**src/rtl/mdu_rvs.sv**
```systemverilog
// mdu_rvs: reservation station for the multiply/divide unit.
// Holds up to DEPTH ops between dispatch and MDU execute, snoops the CDB
// for operand wakeup and issues the lowest-index ready op over a req/rdy
// handshake. Once presented, an op stays selected until the MDU accepts it.
// Optional build macro: MDU_RVS_WAKEUP_BYPASS_EN -- an entry whose last
// missing operand(s) match the current CDB broadcast counts as ready in that
// same cycle and forwards cdb_wdata on iss_src1/iss_src2.
module mdu_rvs #(
    parameter int DEPTH  = 4,
    parameter int TAG_W  = 4,
    parameter int DATA_W = 32
) (
    input  logic                       clk,
    input  logic                       rst,
    input  logic                       flush,
    input  logic                       disp_req,
    output logic                       disp_rdy,
    input  logic [2:0]                 disp_opc,
    input  logic [TAG_W-1:0]           disp_tag,
    input  logic                       disp_src1_rdy,
    input  logic [TAG_W-1:0]           disp_src1_tag,
    input  logic [DATA_W-1:0]          disp_src1,
    input  logic                       disp_src2_rdy,
    input  logic [TAG_W-1:0]           disp_src2_tag,
    input  logic [DATA_W-1:0]          disp_src2,
    input  logic                       cdb_vld,
    input  logic [TAG_W-1:0]           cdb_tag,
    input  logic [DATA_W-1:0]          cdb_wdata,
    output logic                       iss_req,
    input  logic                       iss_rdy,
    output logic [2:0]                 iss_opc,
    output logic [TAG_W-1:0]           iss_tag,
    output logic [DATA_W-1:0]          iss_src1,
    output logic [DATA_W-1:0]          iss_src2,
    output logic [$clog2(DEPTH+1)-1:0] occupancy
);

    localparam int IDX_W = (DEPTH > 1) ? $clog2(DEPTH) : 1;
    localparam int OCC_W = $clog2(DEPTH+1);

    // Entry storage
    logic [DEPTH-1:0]  valid_r;
    logic [2:0]        opc_r    [DEPTH];
    logic [TAG_W-1:0]  tag_r    [DEPTH];
    logic [DEPTH-1:0]  s1_rdy_r;
    logic [TAG_W-1:0]  s1_tag_r [DEPTH];
    logic [DATA_W-1:0] s1_val_r [DEPTH];
    logic [DEPTH-1:0]  s2_rdy_r;
    logic [TAG_W-1:0]  s2_tag_r [DEPTH];
    logic [DATA_W-1:0] s2_val_r [DEPTH];
    logic [OCC_W-1:0]  occ_r;

    // Held-selection lock: keeps the presented op stable while the MDU stalls
    logic              lock_vld_r;
    logic [IDX_W-1:0]  lock_idx_r;

    logic [DEPTH-1:0]  s1_hit_s;
    logic [DEPTH-1:0]  s2_hit_s;
    logic [DEPTH-1:0]  ready_s;
    logic              any_rdy_s;
    logic [IDX_W-1:0]  pick_idx_s;
    logic [IDX_W-1:0]  sel_idx_s;
    logic              iss_req_s;
    logic              any_free_s;
    logic [IDX_W-1:0]  free_idx_s;
    logic              do_disp_s;
    logic              do_iss_s;
    logic              d1_rdy_s;
    logic              d2_rdy_s;
    logic [DATA_W-1:0] d1_val_s;
    logic [DATA_W-1:0] d2_val_s;

    // Per-entry CDB tag match and readiness
    always_comb begin
        s1_hit_s = '0;
        s2_hit_s = '0;
        ready_s  = '0;
        for (int i = 0; i < DEPTH; i++) begin
            s1_hit_s[i] = valid_r[i] && !s1_rdy_r[i] && cdb_vld && (s1_tag_r[i] == cdb_tag);
            s2_hit_s[i] = valid_r[i] && !s2_rdy_r[i] && cdb_vld && (s2_tag_r[i] == cdb_tag);
`ifdef MDU_RVS_WAKEUP_BYPASS_EN
            ready_s[i]  = valid_r[i] && (s1_rdy_r[i] || s1_hit_s[i]) && (s2_rdy_r[i] || s2_hit_s[i]);
`else
            ready_s[i]  = valid_r[i] && s1_rdy_r[i] && s2_rdy_r[i];
`endif
        end
    end

    // Lowest-index ready entry and lowest-index free entry
    always_comb begin
        any_rdy_s  = 1'b0;
        pick_idx_s = '0;
        any_free_s = 1'b0;
        free_idx_s = '0;
        for (int i = DEPTH-1; i >= 0; i--) begin
            if (ready_s[i]) begin
                any_rdy_s  = 1'b1;
                pick_idx_s = IDX_W'(i);
            end else begin
                pick_idx_s = pick_idx_s;
            end
            if (!valid_r[i]) begin
                any_free_s = 1'b1;
                free_idx_s = IDX_W'(i);
            end else begin
                free_idx_s = free_idx_s;
            end
        end
    end

    // Issue selection: a stalled op keeps priority over newly ready lower entries
    always_comb begin
        sel_idx_s = pick_idx_s;
        iss_req_s = any_rdy_s;
        if (lock_vld_r) begin
            sel_idx_s = lock_idx_r;
            iss_req_s = ready_s[lock_idx_r];
        end else begin
            sel_idx_s = pick_idx_s;
            iss_req_s = any_rdy_s;
        end
    end

    // Dispatch operand capture, including wakeup from a same-cycle broadcast
    always_comb begin
        d1_rdy_s = disp_src1_rdy || (cdb_vld && (disp_src1_tag == cdb_tag));
        d2_rdy_s = disp_src2_rdy || (cdb_vld && (disp_src2_tag == cdb_tag));
        d1_val_s = disp_src1_rdy ? disp_src1 : cdb_wdata;
        d2_val_s = disp_src2_rdy ? disp_src2 : cdb_wdata;
        do_disp_s = disp_req && any_free_s && !flush;
        do_iss_s  = iss_req_s && iss_rdy;
    end

    // Issue port drive; fields forced to zero when nothing is presented
    always_comb begin
        iss_req  = iss_req_s;
        iss_opc  = 3'b000;
        iss_tag  = '0;
        iss_src1 = '0;
        iss_src2 = '0;
        if (iss_req_s) begin
            iss_opc  = opc_r[sel_idx_s];
            iss_tag  = tag_r[sel_idx_s];
            iss_src1 = s1_val_r[sel_idx_s];
            iss_src2 = s2_val_r[sel_idx_s];
`ifdef MDU_RVS_WAKEUP_BYPASS_EN
            if (s1_hit_s[sel_idx_s]) begin
                iss_src1 = cdb_wdata;
            end else begin
                iss_src1 = s1_val_r[sel_idx_s];
            end
            if (s2_hit_s[sel_idx_s]) begin
                iss_src2 = cdb_wdata;
            end else begin
                iss_src2 = s2_val_r[sel_idx_s];
            end
`endif
        end else begin
            iss_opc  = 3'b000;
        end
        disp_rdy  = any_free_s;
        occupancy = occ_r;
    end

    // Entry state: dispatch write, CDB capture, free on transfer, flush squash
    always_ff @(posedge clk or posedge rst) begin
        if (rst) begin
            valid_r  <= '0;
            s1_rdy_r <= '0;
            s2_rdy_r <= '0;
            for (int i = 0; i < DEPTH; i++) begin
                opc_r[i]    <= 3'b000;
                tag_r[i]    <= '0;
                s1_tag_r[i] <= '0;
                s1_val_r[i] <= '0;
                s2_tag_r[i] <= '0;
                s2_val_r[i] <= '0;
            end
        end else if (flush) begin
            valid_r <= '0;
        end else begin
            for (int i = 0; i < DEPTH; i++) begin
                if (s1_hit_s[i]) begin
                    s1_rdy_r[i] <= 1'b1;
                    s1_val_r[i] <= cdb_wdata;
                end
                if (s2_hit_s[i]) begin
                    s2_rdy_r[i] <= 1'b1;
                    s2_val_r[i] <= cdb_wdata;
                end
                if (do_iss_s && (sel_idx_s == IDX_W'(i))) begin
                    valid_r[i] <= 1'b0;
                end
                if (do_disp_s && (free_idx_s == IDX_W'(i))) begin
                    valid_r[i]  <= 1'b1;
                    opc_r[i]    <= disp_opc;
                    tag_r[i]    <= disp_tag;
                    s1_rdy_r[i] <= d1_rdy_s;
                    s1_tag_r[i] <= disp_src1_tag;
                    s1_val_r[i] <= d1_val_s;
                    s2_rdy_r[i] <= d2_rdy_s;
                    s2_tag_r[i] <= disp_src2_tag;
                    s2_val_r[i] <= d2_val_s;
                end
            end
        end
    end

    // Occupancy counter and stalled-issue lock
    always_ff @(posedge clk or posedge rst) begin
        if (rst) begin
            occ_r      <= '0;
            lock_vld_r <= 1'b0;
            lock_idx_r <= '0;
        end else if (flush) begin
            occ_r      <= '0;
            lock_vld_r <= 1'b0;
            lock_idx_r <= '0;
        end else begin
            case ({do_disp_s, do_iss_s})
                2'b10:   occ_r <= occ_r + OCC_W'(1);
                2'b01:   occ_r <= occ_r - OCC_W'(1);
                default: occ_r <= occ_r;
            endcase
            lock_vld_r <= iss_req_s && !iss_rdy;
            lock_idx_r <= sel_idx_s;
        end
    end

endmodule

```
**config.mk**
```make
export PLATFORM = sky130hd
export DESIGN_NAME = mdu_rvs
export DESIGN_NICKNAME = d
export VERILOG_FILES = /design/src/rtl/mdu_rvs.sv
export SDC_FILE = /design/constraint.sdc
export NUM_CORES = 1
export LEC_CHECK = 0
export CELL_PAD_IN_SITES_DETAIL_PLACEMENT = 1
export CELL_PAD_IN_SITES_GLOBAL_PLACEMENT = 2
export CORE_MARGIN = 4
export CORE_UTILIZATION = 36
export DETAILED_ROUTE_END_ITERATION = 8
export GPL_TIMING_DRIVEN = 0
export PLACE_DENSITY_LB_ADDON = 0.2
export SYNTH_ARGS = -nofsm -noshare
export SYNTH_HDL_FRONTEND = slang
export SYNTH_SLANG_ARGS = --single-unit
```
**constraint.sdc**
```tcl
create_clock -name clk -period 25.7 [get_ports clk]
set_input_delay 5.14 -clock clk [delete_from_list [all_inputs] [get_ports clk]]
set_output_delay 5.14 -clock clk [all_outputs]
set_load 0.03 [all_outputs]
```
==> results.ini <==
[worst_setup_path]
r2r-end = valid_r[0]
worst-path-stages = 8
critical_path.max_fanout = 10
cp.required_ps = 20560
cp-start-kind = flop
rr_worst_depth = 6
cp-end-kind = output pin
crit_arrival_ps = 4470
cp_top_family = buffers and inverters
worstPathCellList = buf_4 > nand3_1 > a31oi_1 > o21ai_1 > clkbuf_1 > nand2_1 > a21oi_1 > clkdlybuf4s50_1
crit_type = flop to output pin
slowest_stage = o21ai_1
critPathMaxStageDelay_ps = 1140
r2r-start = valid_r[2]
cp_num_buf_inv = 3
r2r_slack_ps = 22800

[global_route]
antenna_found_initial = 2
grt-ovfl-total = 0
groute.usage.overall_pct = 25.9
grt_max_degree = 122
grt_pass1_vias = 16039
grt_pass1_wl_um = 99900

[final_layout]
area.sequential_um2 = 8360
stdcell_area_um2 = 20300
syn_to_final_growth_pct = 22.4
multi_input_area_um2 = 7320
drive_gt1_share_pct = 8.71
fillCellCount = 5245
fin_util_pct = 44.6
fin_nets = 2105

[cts]
cts_buffers = 41
postCtsHoldBufs = 0
clock-root-buffer = clkbuf_16
worst_setup_hold_path_clk_slew_ps = 60
cts_sinks = 334
insertion_delay_ps = 560
h-tree-depth = 2
post_cts_resized = 0
tritoncts = built
cts_buffer_depth = 3
post-cts-setup-buffer-count = 0

[routing]
drc_errors = 0
ant_nets = 0
dr.pass1.iters = 8
vias = 14961
drt_iter0_drc = 1581
vias_per_cell = 5.73
totalWireLength_um = 65500
routedWlPerCell_um = 25.1

[synthesis]
yosys.area_share.simple_pct = 15.1
synth_top_family_by_area = compound AO/OA/AOI/OAI gates
synth_edf_count = 0
ys_ff_latch = 334
yosysTopAreaCellShare_pct = 50.5
synth_nets = 1899
avgSynthCellArea_um2 = 9.33
synthCells = 1775
synth_top_area_cell = dfrtp_1
synth-adder-area-share_pct = 0.121
synthDistinctLibCells = 57
mappedNetlistArea_um2 = 16600
async_flop_share_pct = 100
ys_seq_area_share_pct = 50.5
yosys-top-cells-area = dfrtp_1 (50%), mux2i_1 (7.7%), nand2_1 (7.0%)
yosysWarnings = 0
synthXorXnorAreaFrac_pct = 2.25
synthMuxAreaShare_pct = 9.77
synth_ff_type = dfrtp_1
synth_compound_area_share_pct = 16.9

[timing]
rsz0062_at_grt = no
tightest_slew_ps = 1490
fmax_mhz = 104
period_minus_slack_ps = 9610
setup_viol = 0
skew_ps = 19.3
fin_tns_setup_ps = 0
slew_headroom_pct = 0.0767
holdWs_ps = 472
slew_violations = 0
period_share_pct = 37.4
finalHoldViolCount = 0

[run_status]
violations = max-capacitance violations
status = finished, violations left

[placed_design]
numPortBuffers = 161
gp_congestion = 0.838
placed_area_um2 = 19000
hpwl_um = 44700

[hold_path]
hold_class = flop to flop
hp-start = opc_r[11]
worstHoldPathCells = 2
hold_path_end = opc_r[11]

[floorplan]
fp-row-count = 78
start_util_pct = 36.4
coreArea_um2 = 45500
die-area_um2 = 49500
fp.dieH_um = 223
io_pins = 199
die_w_um = 223

[pwr]
ir_worst_vdd_v = 0.0000463
p_leak_nw = 8.95
p_total_w = 0.00165
power_density_nw_per_um2 = 81.4

[flow_run]
maxCapViolCount = 1

==> worst reg2reg max path: stages, from the launching register on <==
cell,delay [ps]
dfrtp_1,360
buf_4,170
nand3_1,200
a31oi_1,120
o21ai_1,1140
clkbuf_1,590
a211oi_1,170
==> per-stage QoR <==
| step | instances | setup WS, ps |
|---|---|---|
| after floorplan | 1775 | 11310 |
| after global placement | 2536 | 6150 |
| after detailed placement | 2538 | 16710 |
| after CTS | 2609 | 16160 |
| after global routing | 2610 | 15980 |
| final | 2610 | 16090 |
==> per-layer routing <==
metal	wire [um]	global-route usage (%)
met1	29400	36.2
met3	3570	3.44
met5	11	0
met4	1740	7.48
met2	30800	42.5
==> worst max-delay path by stage <==
| stage | endpoint | from | slack, ps |
|---|---|---|---|
| after global routing | iss_src2[31] | valid_r[2] | 15980 |
| after CTS | iss_src2[30] | valid_r[2] | 16160 |
| final | iss_src1[3] | valid_r[2] | 16090 |
| after detailed placement | iss_src2[30] | valid_r[2] | 16710 |
| after floorplan | lock_idx_r[0] | rst | 11310 |
| after global placement | s1_val_r[119] | rst | 6150 |
==> power breakdown <==
| group | internal, W | switching (W) | total [W] | leakage, nW |
|---|---|---|---|---|
| combinational | 0.000146 | 0.000232 | 0.000379 | 4.23 |
| clock | 0.000334 | 0.000231 | 0.000565 | 0.626 |
| sequential | 0.000639 | 0.0000685 | 0.000707 | 4.09 |
==> area by class of cell <==
class	count	share of cell area, %
diodes	1	0.0123
plain buffers	169	4.21
clock buffers	65	6.01
clock inverters	6	0.290
inverters	8	0.185
multi-input cells	1264	36.1
flip-flops and latches	334	41.2
well taps	600	3.70
repair buffers	163	8.22
==> Yosys cell counts (2+ instances only) <==
cell type / count
buf_1: 9
nor3_2: 2
nor2_1: 270
nor3_1: 10
o21ai_0: 94
o21ai_1: 37
a211oi_1: 3
nor3b_1: 4
buf_2: 46
nand3_1: 8
a31oi_1: 3
and2_1: 2
clkbuf_1: 90
dfrtp_1: 334
a22oi_1: 4
nand4_1: 7
and3_1: 2
a31o_1: 2
a21oi_1: 79
nor4_1: 3
mux2i_1: 128
or3_1: 2
a222oi_1: 71
buf_4: 5
o22ai_1: 128
o21a_1: 2
xnor2_1: 30
nand3b_1: 2
inv_1: 7
xor2_1: 10
nand2_1: 307
mux2_2: 30
buf_6: 19
or2_2: 2
==> cells in the final DEF, fill, tap and decap left out, drive strengths merged, types with 3 or more instances in the layout <==
master / n
a222oi: 71
a31oi: 3
or3: 3
a31o: 3
nand2: 308
xor2: 10
nor3: 12
and3: 3
buf: 81
dfrtp: 334
o21ai: 132
a211oi: 3
mux2i: 128
nand4: 7
inv: 9
clkinv: 4
mux2: 30
a22oi: 4
o22ai: 129
xnor2: 30
nor2: 271
nor3b: 4
clkdlybuf4s50: 161
nor4: 4
nand3: 8
clkbuf: 155
a21oi: 80
==> logic make-up (layout without fill, tap and decap cells) <==
group,after synthesis,after routing
muxes,158,158
xor gates and xnor gates,41,41
buffers and inverters,177,411
adders and majority gates,1,1
and+or+nand+nor,629,629
other,0,1
AOI/OAI and AO/OA,435,435
DFF,334,334
==> registers in the layout, indices dropped and copies added, names as in the netlist <==
signal      flops
s1_val_r      128
s2_val_r      128
s1_tag_r       16
s2_tag_r       16
tag_r          16
opc_r          12
s1_rdy_r        4
s2_rdy_r        4
valid_r         4
occupancy       3
lock_idx_r      2
lock_vld_r      1
(Power assumes the default switching activity.)
